===== src/rtl/activation_rr_scheduler.sv =====
// Round-robin front end for one shared fixed-point activation unit.
// It has a two-stage issue/result pipeline, and results are tagged with the requester id.
module activation_rr_scheduler #(
  parameter int DATA_WIDTH = 32,
  parameter int INTEGER    = 10,
  parameter int FRACTION   = 22,
  parameter int NUM_REQ    = 4,
  localparam int ID_W      = $clog2(NUM_REQ)
) (
  input  logic                          clk,
  input  logic                          rst_n,
  input  logic [NUM_REQ-1:0]            req_valid,
  output logic [NUM_REQ-1:0]            req_ready,
  input  logic [NUM_REQ*DATA_WIDTH-1:0] req_data,
  input  logic [NUM_REQ-1:0]            req_bypass,
  output logic [DATA_WIDTH-1:0]         act_in,
  output logic                          act_enable,
  input  logic [DATA_WIDTH-1:0]         act_out,
  output logic                          rsp_valid,
  input  logic                          rsp_ready,
  output logic [DATA_WIDTH-1:0]         rsp_data,
  output logic [ID_W-1:0]               rsp_id,
  output logic                          busy
);

  if (INTEGER + FRACTION != DATA_WIDTH || NUM_REQ < 2) begin : g_param_check
    $error("activation_rr_scheduler: Q format must fill DATA_WIDTH and NUM_REQ must be >= 2");
  end

  logic [ID_W-1:0]       last_grant;
  logic [ID_W-1:0]       id_a;
  logic [ID_W-1:0]       winner;
  logic [ID_W-1:0]       cand;
  logic                  found;
  logic                  valid_a;
  logic                  a_ready;
  logic                  b_ready;
  logic                  accept;
  logic [NUM_REQ-1:0]    grant;
  logic [DATA_WIDTH-1:0] win_data;

  // The search starts just after the last accepted requester. This rotation gives the fairness bound.
  always_comb begin
    winner = '0;
    cand   = '0;
    found  = 1'b0;
    for (int k = 1; k <= NUM_REQ; k++) begin
      cand = ID_W'((int'(last_grant) + k) % NUM_REQ);
      if (!found && req_valid[cand]) begin
        found  = 1'b1;
        winner = cand;
      end
    end
  end

  always_comb begin
    grant = '0;
    if (found) grant[winner] = 1'b1;
  end

  assign b_ready   = !rsp_valid || rsp_ready;
  assign a_ready   = !valid_a || b_ready;
  assign accept    = found && a_ready;
  assign req_ready = rst_n ? (grant & {NUM_REQ{a_ready}}) : '0;
  assign busy      = valid_a | rsp_valid;
  assign win_data  = req_data[int'(winner)*DATA_WIDTH +: DATA_WIDTH];

  // Stage A drives the shared unit. Stage B captures the unit's combinational result one cycle later.
  always_ff @(posedge clk or negedge rst_n) begin
    if (!rst_n) begin
      valid_a    <= 1'b0;
      act_in     <= '0;
      act_enable <= 1'b0;
      id_a       <= '0;
      last_grant <= ID_W'(NUM_REQ - 1);
      rsp_valid  <= 1'b0;
      rsp_data   <= '0;
      rsp_id     <= '0;
    end else begin
      if (accept) begin
        valid_a    <= 1'b1;
        act_in     <= win_data;
        act_enable <= !req_bypass[winner];
        id_a       <= winner;
        last_grant <= winner;
      end else if (b_ready) begin
        valid_a <= 1'b0;
      end

      if (valid_a && b_ready) begin
        rsp_valid <= 1'b1;
        rsp_data  <= act_out;
        rsp_id    <= id_a;
      end else if (rsp_ready && !valid_a) begin
        rsp_valid <= 1'b0;
      end
    end
  end

endmodule


===== config.mk =====
export PLATFORM = sky130hd
export DESIGN_NAME = activation_rr_scheduler
export DESIGN_NICKNAME = d
export VERILOG_FILES = /design/src/rtl/activation_rr_scheduler.sv
export SDC_FILE = /design/constraint.sdc
export NUM_CORES = 1
export LEC_CHECK = 0
export ABC_CLOCK_PERIOD_IN_PS = 5200
export BUFFER_PORTS_ARGS = -buffer_cell sky130_fd_sc_hd__buf_2
export CAP_MARGIN = 20
export CORE_ASPECT_RATIO = 0.75
export CORE_UTILIZATION = 48
export CTS_CLUSTER_SIZE = 30
export DETAILED_ROUTE_END_ITERATION = 8
export GPL_ROUTABILITY_DRIVEN = 0
export PLACE_DENSITY = 0.92
export SETUP_SLACK_MARGIN = 0.2
export SLEW_MARGIN = 25
export SYNTH_ARGS = -nofsm -noshare
export SYNTH_HDL_FRONTEND = slang
export SYNTH_SLANG_ARGS = --single-unit

===== constraint.sdc =====
create_clock -name clk -period 5.2 [get_ports clk]
set_clock_uncertainty 0.2 [all_clocks]
set_input_delay 1.04 -clock clk [delete_from_list [all_inputs] [get_ports clk]]
set_output_delay 1.04 -clock clk [all_outputs]
set_load 0.05 [all_outputs]

==> results.json <==
{
  "number_of_antenna_violations_at_the_first_check_in_global_routing": 0,
  "nets": 784,
  "post-synth-top-area-fraction_pct": 43.1,
  "critical_path.startpoint_type": "primary input",
  "edff_count_synth": 0,
  "cts_root_buf": "clkbuf_16",
  "cts_sinks": 73,
  "io_pins": 244,
  "drt-pass1-iter-count": 5,
  "post_route_cells_drive_above_1_share_pct": 51.1,
  "finalMaxSlewViolations": 0,
  "grt_first_pass_wirelength_mm": 20.8,
  "drc_errors": 0,
  "grt_pass1_vias": 4275,
  "clock_tree_from_tritoncts": "yes",
  "clock_insertion_delay_worst_skew_ps": 330,
  "syn-cell-area_um2": 4120,
  "vdd_ir_drop_max_mv": 0.273,
  "synthDominantAreaCellType": "dfrtp_1",
  "antenna_cells_inserted": 0,
  "highest-signal-layer": "met4",
  "clk_transition_reported_paths_ps": 60,
  "timing.critical_path.from": "req_valid[3]",
  "finalCritPeriodShare_pct": 76.5,
  "count_of_endpoints_failing_hold_in_the_final_timing_report": 0,
  "worstReg2RegStart": "last_grant[0]$_DFFE_PN1P_",
  "clock_path_buffers": 2,
  "via_per_inst": 5.93,
  "grt_util_all_layers_pct": 30.9,
  "die_height_um": 82.3,
  "max_cap_viol_count": 0,
  "finalSetupTns_ps": 0,
  "leakagePower_nw": 2.83,
  "io_buffer_count": 243,
  "run_status": "completed",
  "layout_min_cycle_time_ps": 3980,
  "die_width_um": 109,
  "postSynth.topFlopCell": "dfrtp_1",
  "rsz0062_at_grt": "no",
  "dr.first_iter.drc_count": 195,
  "cellPowerDensity_nw_per_um2": 437,
  "max_clock_freq_mhz": 251,
  "worst_slew_pin_tran_ps": 913,
  "final_util_pct": 70.1,
  "yosys-top-cells-area": "dfrtp_1 (43%), mux2_2 (9.3%), mux2i_1 (8.0%)",
  "maximum_fanout_along_the_worst_path": 19,
  "initial_utilization_pct": 51.0,
  "syn_area_per_cell_um2": 10.6,
  "grt-ovfl-total": 0,
  "critPathRequiredTime_ps": 3960,
  "asyncSetResetFlopFracSynth_pct": 100,
  "route.met3.wl_mm": 1.07,
  "dpl.hpwl_mm": 9.61,
  "totalWireLength_mm": 13.6,
  "synth.yosys.warnings": 0,
  "cts_post_setup_buffers_inserted": 0,
  "ctsResizeCount": 0,
  "final_antenna_net_count": 0,
  "synthesis.instances": 389,
  "drt-met1-wl_mm": 5.09,
  "via_count": 4284,
  "core_area_um2": 8090,
  "path_class": "in2out",
  "dr_wl_met2_mm": 7.04,
  "max_slew_margin_pct": 39.1,
  "number_of_flip_flops_and_latches_in_the_synthesized_netlist": 73,
  "grt_max_degree": 73,
  "yosys.cell_types.count": 34,
  "synth_most_common_cell": "dfrtp_1",
  "critPathArrivalTime_ps": 2740,
  "setup_viol": 0,
  "ys_top_cells_by_count": "dfrtp_1 (71), nand2_1 (40), mux2_2 (34)",
  "cp-end-kind": "output pin",
  "rows": 28,
  "area_delta_synth_final_pct": 37.6,
  "ctsHoldBuffers": 0,
  "die-area_um2": 8970,
  "synth_fp_nets": 560,
  "wire_per_inst_um": 18.8,
  "h-tree-depth": 3,
  "synth-seq-area-share_pct": 44.4,
  "class_of_the_tightest_hold_or_removal_check": "in2async",
  "cts_inserted_buffers": 9
}
[worst max-delay path, stage by stage]
cell and delay, ps:
buf_2 140, and2b_1 190, nor2_1 90, nor3_4 660, nand3_1 210, nor2_1 130
buf_2 270
[stage by stage]
stage	setup slack, ps	cell area, um2	instances	hold slack, ps	power, mW
final	1220	5670	723	289	2.48
after global routing	1070	5670	723	275	2.59
after CTS	1240	5660	723	278	2.49
after detailed placement	1240	5360	707	288	1.86
after global placement	1220	5360	707	259	1.82
after floorplan	1330	4120	389	243	1.57
[path summary, 6_finish.rpt]
path / endpoint / slack, ps / depth (start not counted)
min in group clk: rsp_data[26]$_DFFE_PN0P_ / 300 / 1
hold / removal: act_in[27]$_DFFE_PN0P_ / 290 / 1
hold reg to reg: rsp_data[26]$_DFFE_PN0P_ / 300 / 1
max in group asynchronous: act_in[9]$_DFFE_PN0P_ / 3450 / 2
setup / recovery: req_ready[3] / 1220 / 7
setup reg to reg: act_enable$_DFFE_PN0P_ / 2170 / 6
[placed cells by master (no fill, tap or decap), types with 2 or more instances in the layout]
master and instances:
o211ai_1 32, o21a_1 2, a21oi_1 2, mux2i_1 33, nand2_1 39, nand4_1 33
buf_2 242, dfrtp_1 71, buf_4 13, dfstp_2 2, a211o_1 33, nand3_1 3
clkinv_4 3, mux2_2 34, and2b_1 2, nor3_4 2, clkbuf_16 9, nand2b_1 3
o21ai_2 2, o31ai_1 33, nor2_1 10
[routing by layer]
layer / GRT usage, % / vias up
met4: 15.0 / 0
li1: - / 1939
met1: 33.8 / 2056
met5: 0 / -
met2: 56.6 / 246
met3: 7.38 / 43
[power breakdown]
part | switching [mW] | internal, mW | total (mW)
registers | 0.0711 | 0.693 | 0.764
clock network | 0.250 | 0.376 | 0.626
logic | 0.770 | 0.320 | 1.09
[layout make-up]
cell class	count	area, um2
Clock buffer	9	225
Timing Repair Buffer	255	1310
Multi-Input combinational cell	273	2090
Sequential cell	73	1830
Inverter	1	3.75
Fill cell	622	2420
Clock inverter	7	80.1
Tap cell	105	131
[logic make-up (layout without fill, tap and decap cells)]
logic type,after synthesis,count (layout),synth area share [%]
multiplexers,67,67,17.3
buffers and inverters,43,272,5.64
AO/OA/AOI/OAI,110,110,20.8
flip-flops,73,73,44.4
AND/OR/NAND/NOR,96,96,11.9
[registers in the layout, indices dropped and copies added, names as in the netlist]
register    cells
act_in         32
last_grant      2
act_enable      1
rsp_valid       1
rsp_data       32
valid_a         1
id_a            2
rsp_id          2
Power figures use the tool's default switching activity.
